### config.mk
export PLATFORM = sky130hd
export DESIGN_NAME = rr_sel_arbiter8
export DESIGN_NICKNAME = d
export VERILOG_FILES = /design/src/rtl/rr_sel_arbiter8.sv
export SDC_FILE = /design/constraint.sdc
export NUM_CORES = 1
export LEC_CHECK = 0
export BUFFER_PORTS_ARGS = -buffer_cell sky130_fd_sc_hd__buf_2
export CAP_MARGIN = 10
export CORE_MARGIN = 2
export CORE_UTILIZATION = 30
export DETAILED_ROUTE_END_ITERATION = 6
export GPL_TIMING_DRIVEN = 0
export HOLD_SLACK_MARGIN = 0.12
export SYNTH_ARGS = -nofsm -noshare
export SYNTH_HDL_FRONTEND = slang
export SYNTH_SLANG_ARGS = --single-unit
### constraint.sdc
create_clock -name clk -period 8.2 [get_ports clk]
set_input_delay 2.05 -clock clk [delete_from_list [all_inputs] [get_ports clk]]
set_output_delay 2.05 -clock clk [all_outputs]
set_load 0.05 [all_outputs]
### src/rtl/rr_sel_arbiter8.sv
`timescale 1ns/1ps
`default_nettype none
// ============================================================================
// Module   : rr_sel_arbiter8
// Purpose  : 8-way round-robin arbiter with a registered binary grant index and
//            valid/ready handoff; optional grant lock via SEL_ARB_LOCK_EN.
// Revision : 1.0
// ============================================================================
module rr_sel_arbiter8 #(
    parameter logic [2:0] RESET_PTR = 3'd7,
    parameter bit         BACK2BACK = 1'b1
) (
    input  logic       clk,
    input  logic       rst_n,
    input  logic [7:0] req,
    input  logic       grant_rdy,
`ifdef SEL_ARB_LOCK_EN
    input  logic       lock,
`endif
    output logic       grant_vld,
    output logic [2:0] grant_idx,
    output logic [2:0] last_ptr
);

    typedef enum logic [0:0] {
        ST_IDLE  = 1'b0,
        ST_GRANT = 1'b1
    } state_t;

    state_t     state_q;
    logic       grant_vld_q;
    logic [2:0] grant_idx_q;
    logic [2:0] last_ptr_q;

    logic [2:0] idle_pick_d;
    logic [2:0] acc_pick_d;
    logic [2:0] next_idx_d;

    // Rotate so that position ptr+1 lands at bit 0, then take the lowest set bit.
    function automatic logic [2:0] rr_pick(input logic [7:0] r, input logic [2:0] ptr);
        logic [15:0] dbl;
        logic [7:0]  rot;
        logic [2:0]  start;
        logic [2:0]  off;
        dbl   = {r, r};
        start = ptr + 3'd1;
        rot   = dbl[start +: 8];
        off   = 3'd0;
        for (int j = 7; j >= 0; j--) begin
            if (rot[j]) begin
                off = 3'(j);
            end
        end
        return start + off;
    endfunction

    always_comb begin
        idle_pick_d = rr_pick(req, last_ptr_q);
        acc_pick_d  = rr_pick(req, grant_idx_q);
        next_idx_d  = acc_pick_d;
`ifdef SEL_ARB_LOCK_EN
        if (lock && req[grant_idx_q]) begin
            next_idx_d = grant_idx_q;
        end
`endif
    end

    always_ff @(posedge clk or negedge rst_n) begin
        if (!rst_n) begin
            state_q     <= ST_IDLE;
            grant_vld_q <= 1'b0;
            grant_idx_q <= 3'd0;
            last_ptr_q  <= RESET_PTR;
        end else begin
            case (state_q)
                ST_IDLE: begin
                    if (|req) begin
                        grant_idx_q <= idle_pick_d;
                        grant_vld_q <= 1'b1;
                        state_q     <= ST_GRANT;
                    end
                end
                ST_GRANT: begin
                    // Index is frozen until accepted, even if its request drops.
                    if (grant_rdy) begin
                        last_ptr_q <= grant_idx_q;
                        if (BACK2BACK && (|req)) begin
                            grant_idx_q <= next_idx_d;
                        end else begin
                            grant_vld_q <= 1'b0;
                            state_q     <= ST_IDLE;
                        end
                    end
                end
                default: begin
                    grant_vld_q <= 1'b0;
                    state_q     <= ST_IDLE;
                end
            endcase
        end
    end

    assign grant_vld = grant_vld_q;
    assign grant_idx = grant_idx_q;
    assign last_ptr  = last_ptr_q;

endmodule
`default_nettype wire

After elaboration in Yosys (flattened, before gate mapping)
Index checks and enable logic that the tools add are counted.
{"block": "classes", "n_reduce_logical": 4, "n_eq_ne": 4, "bitwise_logic": 1, "mux": 27, "shifts": 2, "n_addsub": 4}
{"op": "3-bit two-way mux", "count": 19}
{"op": "16-bit by 4-bit variable part select with 8-bit output", "count": 2}
{"op": "8-bit OR reduction", "count": 1}
{"op": "3-bit by 1-bit adder with 3-bit output (second input constant)", "count": 2}
{"op": "3-bit adder", "count": 2}
{"op": "2-bit inequality test (second input constant)", "count": 3}
{"op": "3-bit one-hot mux with 2 select lines", "count": 1}
{"op": "3-bit AND reduction", "count": 2}
{"op": "1-bit two-way mux", "count": 5}
{"op": "1-bit one-hot mux with 2 select lines", "count": 2}
{"op": "2-bit by 1-bit inequality test with 1-bit output (second input constant)", "count": 1}
{"op": "2-bit AND reduction", "count": 1}
{"op": "1-bit NOT", "count": 1}
{"block": "totals", "wordCells": 46, "out_inout_bits": 7, "input_bits": 11, "reg_bits": 8}

Depth between registers and ports, before layout
{"block": "depth", "ltp_word": 14, "depth_mapped": 14}

Least setup slack after synthesis
Ideal clock, no wire load.
{"block": "synth_timing", "path_type": "input to register", "from": "in req[3]", "to": "reg grant_idx_q[2] (netlist: grant_idx[2])", "setup_slack_ps": 3741, "path_stages": 13, "arrival_ps": 4359, "required_time_ps": 8099, "cell_sequence": "clkbuf_1 > mux4_2 > o221ai_1 > a21oi_1 > nor2_1 > o2111a_2 > a211oi_1 > o32ai_1 > ha_1 > fa_1 > xnor2_1 > xnor2_1 > o311ai_2"}
{"block": "synth_between", "elab_chain_cells": 13, "elab_cells_between_ends": 28}
{"item": "start: declaration", "line": "15", "rtl": "input logic [7:0] req,"}
{"item": "16-bit by 4-bit variable part select with 8-bit output", "line": "47", "rtl": "rot = dbl[start +: 8];"}
{"item": "3-bit two-way mux (8 in a row)", "line": "50", "rtl": "if (rot[j]) begin"}
{"item": "3-bit adder", "line": "54", "rtl": "return start + off;"}
{"item": "3-bit two-way mux", "line": "87", "rtl": "if (BACK2BACK && (|req)) begin"}
{"item": "3-bit two-way mux", "line": "85", "rtl": "if (grant_rdy) begin"}
{"item": "3-bit one-hot mux with 2 select lines", "line": "75", "rtl": "case (state_q)"}
{"item": "end signal: assignment", "line": "78", "rtl": "grant_idx_q <= idle_pick_d;"}
{"item": "end signal: assignment", "line": "88", "rtl": "grant_idx_q <= next_idx_d;"}
{"item": "end: declaration", "line": "32", "rtl": "logic [2:0] grant_idx_q;"}
Several ways; a longest one is shown, not always the timed one. The select of a mux whose other input is x is not followed.
A chain may end at the register's enable or synchronous reset.

Worst setup path in the final report
{"block": "layout_timing", "from": "in req[4]", "to": "reg grant_idx_q[1] (netlist: grant_idx[1])"}
Same word-level chain as after synthesis.

==> flow_metrics.tcl <==
set metrics [dict create \
    dr.pass1.iters 4 \
    die_h_um 75.2 \
    clk_path_buf_depth 2 \
    clock.fmax_ghz 0.206 \
    cts_hold_buf 0 \
    p_clk_share_pct 5.8 \
    cp_num_buf_inv 2 \
    globalplace.congestion 0.854 \
    netlist_area_um2 1520 \
    crit_family "multiplexers" \
    fin_skew_ns 0.00232 \
    slew_viol_final 0 \
    grt_overflow 0 \
    power_mw 0.835 \
    cp-start-kind "input port" \
    drt-total-wl_mm 3.84 \
    swShare_pct 54.1 \
    grt_max_degree 11 \
    crit_top_cell "mux2i_1" \
    antennaDiodeCount 0 \
    grt.met2_usage_pct 23.3 \
    power_density_nw_per_um2 485 \
    power.switching_mw 0.451 \
    cts_resized 0 \
    grt_pass1_wl_mm 6.29 \
    drt-initial-drc-count 113 \
    core_um2 4820 \
    antenna_left 0 \
    avgSynthCellArea_um2 8.05 \
    dpl.hpwl_mm 2.99 \
    worst_pin_slew_ns 0.717 \
    p_leak_nw 0.710 \
    cts.sinks 8 \
    setup_tns_ns 0 \
    htree_levels 1 \
    power_frac_comb_pct 84.5 \
    routedWlPerCell_um 14.0 \
    status "completed" \
    internal_power_mw 0.383 \
    synthFlopType "dfrtp_1" \
    area_growth_pct 13.1 \
    use_met3_pct 1.07 \
    drive_gt1_share_pct 23.2 \
    finalSetupViolations 0 \
    final_cell_mix "22 x buf_2, 19 x nand2_1, 18 x nor2_1" \
    mostFrequentLayoutCell "buf_2" \
    min-delay-path-class "flop to flop" \
    grt_pass1_vias 1335 \
    gr-usage-met1_pct 20.8 \
    min_period_ns 4.84 \
    numCtsBuffers 3 \
    worstPathArrival_ns 4.92 \
    io_buffers 14 \
    via_per_inst 5.43 \
    dieArea_um2 5660 \
    nNetsFinal 227 \
    final_hold_viol_count 0 \
    crit_type "input port to flop" \
    slew-limit-headroom_pct 51.9 \
    cts_root_buf "clkbuf_8" \
    seq_power_share_pct 9.7 \
    ys_ff_latch 8 \
    postCtsSetupBuffers 0 \
    grtUsageTotal_pct 14.3 \
    syn_nets 208 \
    final_cell_area_um2 1720 \
    initial_utilization_pct 31.6 \
    synth_seq_area_share_pct 13.4 \
    maxCapViolCount 0 \
    syn-instance-count 189 \
    top_usage_layer "met2" \
    cp_cell_sequence "buf_2, clkbuf_1, mux4_2, mux2i_1, o2111a_2, a221oi_2, o32ai_1, ha_1, fa_1, mux2i_1, o21ai_0" \
    io-pin-count 18 \
    slowest_stage "mux4_2" \
    path_max_fanout 10 \
    antenna_found_initial 0 \
    synth_cell_types 54 \
    cts_tree "done" \
    placed_area_um2 1680 \
    clkSlewWorstSetupHoldPaths_ns 0.04 \
    synth_edf_count 0 \
    fp-row-count 25 \
    synthArstFlopShare_pct 100 \
    ys_warn_count 0 \
    via_count 1487 \
    max_stage_delay_ns 0.55 \
    clock_latency_ns 0.23 \
    dieWidth_um 75.2 \
    timing.final.crit_share_pct 59.1 \
    rsz0062_at_grt "no" \
    critical_path_required_ns 8.28 \
    drc 0 \
    vdd_drop_max_uv 263 \
    cp-end-kind "flop" \
]
-- registers in the layout, summed over array words and instances (netlist names) --
register and flops:
grant_idx 3, grant_vld 1, last_ptr 3, state_q 1
-- power by group through the flow --
stage / logic, mW / registers [mW] / clock network [mW]
6_report: 0.705 / 0.0809 / 0.0488
5_1_grt: 0.775 / 0.0842 / 0.0529
4_1_cts: 0.706 / 0.0812 / 0.0507
3_5_place_dp: 0.701 / 0.0816 / 0
3_3_place_gp: 0.704 / 0.0811 / 0
2_1_floorplan: 0.523 / 0.127 / 0
-- kinds of logic after synthesis --
family / share of synthesized area (%)
AO/OA/AOI/OAI: 32.1
AND/OR/NAND/NOR: 17.6
multiplexers: 18.7
buffers and inverters: 6.58
adder cells (fa/ha/maj): 8.22
flip-flops: 13.4
XOR/XNOR: 3.45
-- routing by layer --
metal	vias to the layer above	part of all wire [%]
met4	0	0.29
li1	753	-
met2	43	45
met5	-	0
met3	2	4.9
met1	689	50
-- cell usage after synthesis (3+ instances only) --
| master | number | area [um2] |
|---|---|---|
| a211oi_1 | 6 | 45.0 |
| a21o_1 | 3 | 22.5 |
| a21oi_1 | 16 | 80.1 |
| buf_2 | 8 | 40.0 |
| clkbuf_1 | 5 | 18.8 |
| dfrtp_1 | 5 | 125 |
| dfstp_2 | 3 | 78.8 |
| ha_1 | 6 | 75.1 |
| inv_1 | 3 | 11.3 |
| mux2_2 | 7 | 78.8 |
| mux2i_1 | 13 | 130 |
| nand2_1 | 19 | 71.3 |
| nand2b_1 | 3 | 18.8 |
| nor2_1 | 18 | 67.6 |
| nor3_1 | 6 | 30.0 |
| o2111ai_1 | 3 | 26.3 |
| o21ai_0 | 16 | 80.1 |
| xnor2_1 | 4 | 35.0 |
-- cell type report --
class	instances	area (um2)
clock buffer	4	45.0
fill	516	3100
multi-input combinational	162	1220
sequential	8	204
buffer	16	88.8
timing repair buffer	14	70.1
tap	67	83.8
inverter	3	11.3
-- final timing paths --
check / start / end / slack, ns / depth (start not counted)
worst max-delay path: req[4] / grant_idx[1] / 3.36 / 11
worst min-delay path: grant_vld / grant_vld / 0.49 / 1
worst max register to register: grant_idx[0] / grant_idx[2] / 4.67 / 13
worst min register to register: grant_vld / grant_vld / 0.49 / 1
max in group asynchronous: rst_n / last_ptr[0] / 6.30 / 1
min in group asynchronous: rst_n / grant_idx[2] / 1.66 / 1
-- stage by stage --
stage	utilization [%]	hold slack [ns]	setup WS (ns)	std cells
2_1_floorplan	-	0.643	3.74	189
3_3_place_gp	34.8	0.484	3.19	270
3_5_place_dp	34.8	0.477	3.15	270
4_1_cts	35.7	0.498	3.37	274
5_1_grt	35.7	0.518	3.26	274
6_report	35.7	0.493	3.36	274
Note: power is estimated with default switching activity, not from simulation.
